==> src/rtl/ram_stream_pkg.sv <==
// Shared types and constants for the RAM burst stream reader.
// The read latency selects between an unregistered and a registered RAM output.
package ram_stream_pkg;

    typedef enum logic [1:0] {IDLE, ISSUE, DRAIN, DONE} rsr_state_t;

    localparam int RSR_LAT_UNREG = 1;
    localparam int RSR_LAT_REG   = 2;

    function automatic bit rsr_latency_ok(int lat);
        return (lat == RSR_LAT_UNREG) || (lat == RSR_LAT_REG);
    endfunction

endpackage

==> src/rtl/ram_stream_fifo.sv <==
// Small synchronous skid FIFO holding {last, data} beats between the RAM and the stream port.
// The head is driven from storage registers, so nothing on the write side reaches it combinationally.
module ram_stream_fifo #(
    parameter int WIDTH = 33,
    parameter int DEPTH = 4,
    localparam int PTR_W = (DEPTH > 1) ? $clog2(DEPTH) : 1,
    localparam int CNT_W = $clog2(DEPTH) + 1
) (
    input  logic             clock0,
    input  logic             sclr_n,
    input  logic             push,
    input  logic [WIDTH-1:0] push_data,
    input  logic             pop,
    output logic [WIDTH-1:0] head_data,
    output logic [CNT_W-1:0] count,
    output logic             empty
);

    logic [WIDTH-1:0] mem [DEPTH];
    logic [PTR_W-1:0] wr_ptr;
    logic [PTR_W-1:0] rd_ptr;

    // Storage is cleared on reset so the stream data reads as zero afterwards.
    always_ff @(posedge clock0) begin
        if (!sclr_n) begin
            wr_ptr <= '0;
            rd_ptr <= '0;
            count  <= '0;
            for (int i = 0; i < DEPTH; i++) begin
                mem[i] <= '0;
            end
        end else begin
            if (push) begin
                mem[wr_ptr] <= push_data;
                wr_ptr      <= wr_ptr + PTR_W'(1);
            end
            if (pop) begin
                rd_ptr <= rd_ptr + PTR_W'(1);
            end
            case ({push, pop})
                2'b10:   count <= count + CNT_W'(1);
                2'b01:   count <= count - CNT_W'(1);
                default: count <= count;
            endcase
        end
    end

    assign head_data = mem[rd_ptr];
    assign empty     = (count == '0);

endmodule

==> src/rtl/ram_stream_reader.sv <==
// Burst reader behind a single-clock RAM read port: issues one read per cycle under a
// FIFO credit limit, absorbs the RAM read latency and streams the words out with a last flag.
module ram_stream_reader
    import ram_stream_pkg::*;
#(
    parameter int DATA_WIDTH = 32,
    parameter int ADDR_WIDTH = 10,
    parameter int LEN_WIDTH  = 11,
    parameter int RD_LATENCY = 1,
    parameter int FIFO_DEPTH = 4
) (
    input  logic                  clock0,
    input  logic                  sclr_n,
    input  logic                  start,
    input  logic [ADDR_WIDTH-1:0] base_adr,
    input  logic [LEN_WIDTH-1:0]  length,
    output logic                  busy,
    output logic                  done,
    output logic [ADDR_WIDTH-1:0] ram_address,
    output logic                  ram_rden,
    input  logic [DATA_WIDTH-1:0] ram_q,
    output logic                  m_valid,
    input  logic                  m_ready,
    output logic [DATA_WIDTH-1:0] m_data,
    output logic                  m_last
);

    localparam int OUT_W  = $clog2(RD_LATENCY + 1) + 1;
    localparam int CNT_W  = $clog2(FIFO_DEPTH) + 1;
    localparam int CRED_W = ((OUT_W > CNT_W) ? OUT_W : CNT_W) + 1;

    if (!rsr_latency_ok(RD_LATENCY)) begin : g_bad_latency
        $error("ram_stream_reader: RD_LATENCY must be 1 or 2");
    end
    if ((FIFO_DEPTH < RD_LATENCY + 1) || ((FIFO_DEPTH & (FIFO_DEPTH - 1)) != 0)) begin : g_bad_depth
        $error("ram_stream_reader: FIFO_DEPTH must be a power of 2 and at least RD_LATENCY+1");
    end

    rsr_state_t              state;
    logic [ADDR_WIDTH-1:0]   next_adr;
    logic [LEN_WIDTH-1:0]    remaining;
    logic [LEN_WIDTH-1:0]    rem_after;
    logic [RD_LATENCY-1:0]   pipe_valid;
    logic [RD_LATENCY-1:0]   pipe_last;
    logic [OUT_W-1:0]        outstanding;
    logic [CNT_W-1:0]        fifo_count;
    logic                    fifo_empty;
    logic [DATA_WIDTH:0]     head;
    logic                    push;
    logic                    pop;
    logic                    issue_last;
    logic [CRED_W-1:0]       credits_next;

    // Credits for the next cycle: FIFO entries plus reads in flight once this cycle's issue and pop land.
    always_comb begin
        push         = pipe_valid[RD_LATENCY-1];
        pop          = m_valid & m_ready;
        issue_last   = ram_rden && (remaining == LEN_WIDTH'(1));
        rem_after    = remaining - LEN_WIDTH'(ram_rden);
        credits_next = CRED_W'(fifo_count) + CRED_W'(outstanding) + CRED_W'(ram_rden) - CRED_W'(pop);
    end

    always_ff @(posedge clock0) begin
        if (!sclr_n) begin
            state       <= IDLE;
            busy        <= 1'b0;
            done        <= 1'b0;
            ram_rden    <= 1'b0;
            ram_address <= '0;
            next_adr    <= '0;
            remaining   <= '0;
            pipe_valid  <= '0;
            pipe_last   <= '0;
            outstanding <= '0;
        end else begin
            done        <= 1'b0;
            ram_rden    <= 1'b0;
            pipe_valid  <= RD_LATENCY'({pipe_valid, ram_rden});
            pipe_last   <= RD_LATENCY'({pipe_last, issue_last});
            outstanding <= outstanding + OUT_W'(ram_rden) - OUT_W'(push);
            remaining   <= rem_after;
            case (state)
                IDLE: begin
                    if (start) begin
                        busy <= 1'b1;
                        if (length != '0) begin
                            state       <= ISSUE;
                            ram_rden    <= 1'b1;
                            ram_address <= base_adr;
                            next_adr    <= base_adr + ADDR_WIDTH'(1);
                            remaining   <= length;
                        end else begin
                            state <= DONE;
                            done  <= 1'b1;
                        end
                    end
                end
                ISSUE: begin
                    if (issue_last) begin
                        state <= DRAIN;
                    end else if ((rem_after != '0) && (credits_next < CRED_W'(FIFO_DEPTH))) begin
                        ram_rden    <= 1'b1;
                        ram_address <= next_adr;
                        next_adr    <= next_adr + ADDR_WIDTH'(1);
                    end
                end
                DRAIN: begin
                    if (pop && head[DATA_WIDTH]) begin
                        state <= DONE;
                        done  <= 1'b1;
                    end
                end
                DONE: begin
                    state <= IDLE;
                    busy  <= 1'b0;
                end
                default: state <= IDLE;
            endcase
        end
    end

    ram_stream_fifo #(
        .WIDTH (DATA_WIDTH + 1),
        .DEPTH (FIFO_DEPTH)
    ) u_fifo (
        .clock0    (clock0),
        .sclr_n    (sclr_n),
        .push      (push),
        .push_data ({pipe_last[RD_LATENCY-1], ram_q}),
        .pop       (pop),
        .head_data (head),
        .count     (fifo_count),
        .empty     (fifo_empty)
    );

    assign m_valid = ~fifo_empty;
    assign m_data  = head[DATA_WIDTH-1:0];
    assign m_last  = head[DATA_WIDTH];

endmodule

==> config.mk <==
export PLATFORM = sky130hd
export DESIGN_NAME = ram_stream_reader
export DESIGN_NICKNAME = d
export VERILOG_FILES = /design/src/rtl/ram_stream_pkg.sv /design/src/rtl/ram_stream_fifo.sv /design/src/rtl/ram_stream_reader.sv
export SDC_FILE = /design/constraint.sdc
export NUM_CORES = 1
export LEC_CHECK = 0
export ABC_AREA = 1
export BUFFER_PORTS_ARGS = -buffer_cell sky130_fd_sc_hd__buf_2
export CELL_PAD_IN_SITES_DETAIL_PLACEMENT = 1
export CELL_PAD_IN_SITES_GLOBAL_PLACEMENT = 1
export CORE_ASPECT_RATIO = 1.1
export CORE_MARGIN = 5
export CORE_UTILIZATION = 46
export CTS_BUF_LIST = sky130_fd_sc_hd__clkbuf_8
export DETAILED_ROUTE_END_ITERATION = 16
export PLACE_DENSITY_LB_ADDON = 0.12
export SLEW_MARGIN = 0
export SYNTH_ARGS = -nofsm -noshare
export SYNTH_HDL_FRONTEND = slang
export SYNTH_SLANG_ARGS = --single-unit
==> constraint.sdc <==
create_clock -name clock0 -period 3.8 [get_ports clock0]
set_input_delay 0.19 -clock clock0 [delete_from_list [all_inputs] [get_ports clock0]]
set_output_delay 0.19 -clock clock0 [all_outputs]
set_load 0.1 [all_outputs]
==> results of run 1 <==
flip-flops by register name, summed over array words and instances, names as in the netlist, named ones only:
| register | count |
|---|---|
| pipe_last | 1 |
| outstanding | 2 |
| busy | 1 |
| ram_rden | 1 |
| u_fifo.wr_ptr | 2 |
| u_fifo.rd_ptr | 2 |
| state | 2 |
| u_fifo.mem | 132 |
| remaining | 11 |
| done | 1 |
| ram_address | 10 |
| u_fifo.count | 3 |
| pipe_valid | 1 |
| next_adr | 10 |
per-layer routing:
metal  track usage, %  up-vias
met2             40.3      121
met5                0        -
li1                 -     3197
met3             4.33       25
met1             24.2     3239
met4             6.32        0
cells by family (layout without fill, tap and decap cells):
kind of cell | count (synthesis) | in the layout | synth area share [%]
xor gates and xnor gates | 14 | 14 | 1.48
buffers and inverters | 129 | 233 | 6.07
muxes | 1 | 1 | 0.121
adders and majority gates | 15 | 15 | 2.35
DFF | 181 | 181 | 59.6
and+or+nand+nor | 383 | 383 | 19.4
AOI/OAI and AO/OA | 172 | 172 | 11.0
cells in the mapped netlist, drive strengths merged:
cell	count	area, µm²
dfxtp	49	981
a211oi	2	15.0
o22ai	32	200
buf	9	53.8
nand4	3	18.8
nand3	35	185
a21oi	42	210
o21a	2	15.0
o21ai	92	464
xnor2	5	43.8
ha	14	175
nor2	212	816
edfxtp	132	3960
or2	7	43.8
clkinv	1	3.75
nand3b	1	7.51
nor3	38	190
clkbuf	42	158
nand2	87	348
fa	1	20.0
xor2	9	78.8
mux2i	1	10.0
a31oi	2	12.5
inv	77	289
worst register-to-register path: cells and delay by family (launching register included):
family | cells | cell delay, ns
adder cells (fa/ha/maj) | 1 | 0.22
buffers and inverters | 2 | 0.29
AND/OR/NAND/NOR | 11 | 1.63
AO/OA/AOI/OAI | 2 | 0.21
XOR/XNOR | 1 | 0.08
flip-flops | 1 | 0.39
power by group through the flow:
stage | Clock, mW | Combinational [mW] | Sequential (mW)
2_1_floorplan | 0 | 2.87 | 2.91
3_3_place_gp | 0 | 3.88 | 2.58
3_5_place_dp | 0 | 3.94 | 2.59
4_1_cts | 1.32 | 3.95 | 2.55
5_1_grt | 1.40 | 4.22 | 2.58
6_report | 1.29 | 3.92 | 2.55
path summary, 6_finish.rpt:
| path | from | cells after the start | endpoint |
|---|---|---|---|
| hold reg to reg | ram_address[2] | 2 | ram_address[2] |
| hold / removal | start | 4 | busy |
| setup / recovery | u_fifo.count[0] | 17 | ram_address[4] |
| setup reg to reg | u_fifo.count[0] | 17 | ram_address[4] |
layout by cell type, fill, tap and decap left out, drive strengths merged, types with 9 or more instances in the layout:
cell and count:
nand3 35, ha 14, clkbuf 17, buf 117
a21oi 42, edfxtp 132, xor2 9, o22ai 32
inv 82, nand2 87, o21ai 92, dfxtp 49
nor2 212, nor3 38
through the flow:
stage               utilization (%)  hold slack (ns)
finish                         53.4           0.0319
global route                   53.4           0.0382
CTS                            53.4          0.00250
detailed placement             50.9            0.455
global placement               50.9            0.449
floorplan                         -            0.338
final cells by class:
| cell class | count | area [µm²] |
|---|---|---|
| well taps | 238 | 298 |
| clock buffers | 17 | 234 |
| fillers | 2117 | 8270 |
| multi-input cells | 585 | 2870 |
| inverters | 78 | 293 |
| flip-flops and latches | 181 | 4950 |
| repair buffers | 124 | 691 |
| clock inverters | 14 | 139 |
repair_timing:
item                                   CTS  global route
endpoints found under the hold margin    7             0
hold buffers                             7             0
gates resized for setup                  0             0
buffers inserted                         0             0
==> impl_metrics.csv, run 1 <==
group,metric,value,unit
run_status,run_status,"finished clean",
sta,hold_viol_final,0,
power,power_switching_share,51.2,%
cts,clkSlewWorstSetupHoldPaths,0.09,ns
power,report.power.total,7.76,mW
sta,max_fclk,0.339,GHz
cts,ctsHtreeMaxLevel,4,
route,first_pass_iters,4,
global_routing,pin_count_of_the_biggest_net_entering_global_routing,68,
global_routing,global_route.usage.total,21.2,%
critical_path,path_buf_inv,2,
global_routing,vias_in_the_first_global_route,6970,
die,num_rows,51,
finish,areaGrowthSynthToFinish,14.1,%
cts,worst_skew_pair.late_latency,0.47,ns
critical_path,crit_path_max_incr_delay,0.49,ns
placed_design,dpl.hpwl,13600,µm
die,placeableCoreArea,17700,µm²
global_routing,grt_antenna_before_repair,0,
sta,tightest_slew,0.845,ns
power,peakVddDrop,420,µV
placed_design,numPlacedInstances,1199,
cts,tritoncts_clock_tree,"yes",
cts,cts_inserted_buffers,17,
finish,design.final.nets,1059,
power,cellPowerDensity,819,nW/µm²
finish,final_layout_size_suffix_gt1_share,16.9,%
route,detail_route.vias_per_cell,5.32,
sta,layout_setup_ws,0.854,ns
hold_path,worst_hold_path_type,"input pin to flip-flop",
placed_design,globalplace.congestion,0.778,
cts,tritoncts_num_sinks,181,
critical_path,critical_path.most_common_cell,"nand2_1",
synth,syn_avg_cell_area,9.28,µm²
critical_path,crit_path_max_fanout,30,
sta,setup_violations,0,
synth,syn_nets,967,
route,dr_total_vias,6582,
critical_path,worst-setup-path-type,"flip-flop to flip-flop",
sta,final.min_clock_period,2.95,ns
critical_path,arrival_time_worst_endpoint,3.29,ns
route,drt_first_iter_violations,324,
synth,ys_ff_latch,181,
placed_design,port_buffers,103,
power,power_leakage,3.97,nW
run,number_of_max_cap_violations,0,
finish,post-route-cell-area,9470,µm²
critical_path,critical_path.startpoint_type,"flip-flop",
sta,fin_setup_tns,0,ns
cts,ctsLongestPathBuffers,2,
route,route.final.wire_length,21800,µm
synth,yosysUniqueCellTypes,36,
synth,synth_area,8300,µm²
sta,fin_worst_skew,0.0112,ns
critical_path,cp_top_family,"simple AND/OR/NAND/NOR gates",
cts,root_buffer,"clkbuf_8",
power,comb_power_share,50.5,%
critical_path,critPathRequiredTime,4.14,ns
synth,ys_warn_count,0,
sta,rsz0062_at_grt,"no",
route,top_layer_used,"met4",
route,antenna_violating_nets_post_route,0,
power,pwr-share-clk,16.6,%
die,die_area,20800,µm²
synth,syn-instance-count,895,
route,wl_per_cell,17.6,µm
synth,yosysSeqAreaShare,59.6,%
global_routing,grt_pass1_wl,35100,µm
critical_path,timing.critical_path.to_type,"flip-flop",
placed_design,post_dp_cell_area,9030,µm²
die,initial_core_util,46.8,%
finish,finish.cell_count_without_fillers,1237,
die,i_o_pin_count,104,
power,power.share.sequential,32.9,%
critical_path,reg2reg_setup_slack,0.85,ns
critical_path,crit_path_cell_trace,"inv_1 -> nand3_1 -> nand2_1 -> inv_1 -> nand2_1 -> nand2_1 -> ha_1 -> a21oi_1 -> nor2_1 -> nor2_1 -> xnor2_1 -> nor2_1 -> nand3_1 -> nand2_2 -> nand2_8 -> nand2_1 -> a21oi_1",
sta,relSlewSlack,43.6,%
placed_design,dpl_worst_slack,0.813,ns
route,met3_length,746,µm
power,netSwitchingPower,3.97,mW
die,die_height,151,µm
route,drt_drc_violations_left,0,
die,die-width,138,µm
route,wl_met1,9250,µm
sta,drv_slew,0,
power,internal_power,3.78,mW
finish,antennaDiodeCount,0,
global_routing,grt.overflow.total,0,
sta,crit_share_post_route,77.5,%
critical_path,crit_slowest_cell,"nand2_2",
route,met2RoutedLength,11500,µm
No activity file was read; power rests on OpenSTA's default activity.
==> inputs of run 2 (changes only) <==
Clock period 3.8 ns to 3.07 ns, I/O delays scaled along.
==> run 2 against run 1 <==
Compared with the run above:
- combinational power increased by 26%
- clock skew grew 0.0023 ns
- sequential power rose by 24%
- cell count is 1.6% higher
- clock power is 18% higher
- critical path type unchanged
- largest cell class unchanged
- highest routed layer unchanged
==> impl_metrics.csv, run 2 (same netlist as run 1, synthesis figures left out) <==
group,metric,value,unit
route,drt_drc_violations_left,0,
finish,final_layout_size_suffix_gt1_share,17.5,%
route,drt_first_iter_violations,281,
global_routing,grt_pass1_wl,35500,µm
die,initial_core_util,46.8,%
power,power_leakage,4.06,nW
global_routing,pin_count_of_the_biggest_net_entering_global_routing,68,
sta,crit_share_post_route,84.9,%
critical_path,worstReg2RegStart,"u_fifo.count[0]",
sta,hold_viol_final,0,
finish,largest_registers,"u_fifo.mem (132), remaining (11)",
sta,tightest_slew,0.795,ns
cts,clkSlewWorstSetupHoldPaths,0.10,ns
critical_path,critPathRequiredTime,3.44,ns
cts,worst_skew_pair.late_latency,0.48,ns
critical_path,timing.reg2reg.worst_path_depth,18,
finish,largest_reg_flops,132,
placed_design,globalplace.congestion,0.783,
cts,post_cts.repair.setup_buffers,0,
finish,design.final.nets,1078,
run_status,run_status,"finished clean",
cts,cts_inserted_buffers,17,
critical_path,crit_slowest_cell,"dfxtp_1",
power,peakVddDrop,676,µV
die,placeableCoreArea,17700,µm²
route,dr_total_vias,6668,
finish,fill_cells,2100,
finish,multi_input_comb_area,2880,µm²
cts,tritoncts_clock_tree,"yes",
critical_path,crit_path_max_fanout,30,
die,num_rows,51,
finish,final_common_cell,"nor2_1",
critical_path,critical_path.startpoint_type,"flip-flop",
die,die_area,20800,µm²
sta,fin_worst_skew,0.0135,ns
die,die_height,151,µm
cts,tritoncts_num_sinks,181,
critical_path,worstSetupPathDepth,18,
finish,antennaDiodeCount,0,
placed_design,port_buffers,103,
critical_path,cp_top_family,"simple AND/OR/NAND/NOR gates",
route,antenna_violating_nets_post_route,0,
die,die-width,138,µm
cts,ctsLongestPathBuffers,2,
critical_path,crit_path_max_incr_delay,0.38,ns
die,i_o_pin_count,104,
critical_path,crit_path_cell_trace,"inv_1 -> nand3_2 -> nand2_1 -> inv_1 -> nand2_1 -> nand2_1 -> ha_1 -> a21oi_1 -> nor2_1 -> nor2_1 -> xnor2_1 -> nor2_1 -> nand3_1 -> nand2_2 -> buf_4 -> nand3_1 -> nand2_1 -> nor2_1",
critical_path,endpoint,"next_adr[4]",
finish,final_util,54.6,%
cts,root_buffer,"clkbuf_8",
cts,ctsHtreeMaxLevel,4,
finish,areaGrowthSynthToFinish,16.7,%
hold_path,worst_hold_path_type,"input pin to flip-flop",
global_routing,grt_antenna_before_repair,0,
critical_path,worst-setup-path-type,"flip-flop to flip-flop",
route,first_pass_iters,4,
global_routing,grt.overflow.total,0,
global_routing,vias_in_the_first_global_route,7018,
sta,fin_setup_tns,0,ns
critical_path,timing.critical_path.to_type,"flip-flop",
critical_path,reg2reg_setup_slack,0.46,ns
finish,most-common-layout-cells,"nor2_1 (206), edfxtp_1 (132), buf_2 (103)",
sta,final.min_clock_period,2.61,ns
critical_path,path_buf_inv,3,
sta,relSlewSlack,47.0,%
route,detail_route.vias_per_cell,5.30,
sta,holdWs,0.0295,ns
finish,layout.area.seq,4950,µm²
critical_path,r2r_end,"next_adr[4]",
critical_path,arrival_time_worst_endpoint,2.98,ns
placed_design,dpl.hpwl,13600,µm
sta,rsz0062_at_grt,"no",
critical_path,critPathLaunch,"u_fifo.count[0]",
global_routing,global_route.usage.total,21.3,%
finish,largest-register,"u_fifo.mem",
sta,setup_violations,0,
route,wl_per_cell,17.4,µm
run,number_of_max_cap_violations,0,
sta,max_fclk,0.384,GHz
route,route.final.wire_length,21900,µm
sta,drv_slew,0,
power,cellPowerDensity,992,nW/µm²
run 2: worst min path at each step:
| stage | cells past startpoint | slack (ns) | to | startpoint |
|---|---|---|---|---|
| detailed placement | 3 | 0.44 | remaining[10] | length[10] |
| finish | 3 | 0.03 | u_fifo.mem[2][16] | ram_q[16] |
| global route | 3 | 0.02 | u_fifo.mem[3][12] | ram_q[12] |
| CTS | 3 | 0.002 | u_fifo.mem[0][5] | ram_q[5] |
| global placement | 3 | 0.43 | remaining[8] | length[8] |
| floorplan | 2 | 0.30 | remaining[10] | length[10] |
run 2: stage by stage:
step / cell area [µm²] / total power, mW / setup WS, ns / cells
3_3_place_gp: 9110 / 8.06 / 0.608 / 1203
5_1_grt: 9690 / 10.2 / 0.232 / 1257
3_5_place_dp: 9110 / 8.15 / 0.511 / 1203
6_report: 9690 / 9.61 / 0.463 / 1257
4_1_cts: 9690 / 9.70 / 0.437 / 1257
2_1_floorplan: 8310 / 7.16 / 0.315 / 895
run 2: routing by layer:
metal | vias to the layer above | track usage, % | share of wire [%]
li1 | 3243 | - | -
met1 | 3298 | 25.1 | 43
met2 | 105 | 40.0 | 53
met3 | 22 | 3.88 | 3.4
met4 | 0 | 5.78 | 0.98
met5 | - | 0 | 0
run 2: layout make-up:
type	instances	share of cell area [%]
Sequential cell	181	51.0
Timing Repair Buffer	143	9.50
Inverter	78	3.02
Clock buffer	17	2.41
Multi-Input combinational cell	585	29.7
Tap cell	238	3.07
Clock inverter	15	1.27
run 2: timing repair:
action	4_1_cts	5_1_grt
hold buffers	22	0
hold endpoints to repair	22	0
resized for setup	0	0
run 2: worst min-delay path, delay by kind of cell:
kind / cells / cell delay (ns)
and+or+nand+nor: 1 / 0.10
buffers and inverters: 2 / 0.15
run 2: power breakdown:
part | internal, mW | total [mW] | switching [mW]
combinational | 1.07 | 4.94 | 3.87
clock | 0.582 | 1.52 | 0.943
sequential | 2.97 | 3.15 | 0.187
total | 4.61 | 9.61 | 5.00
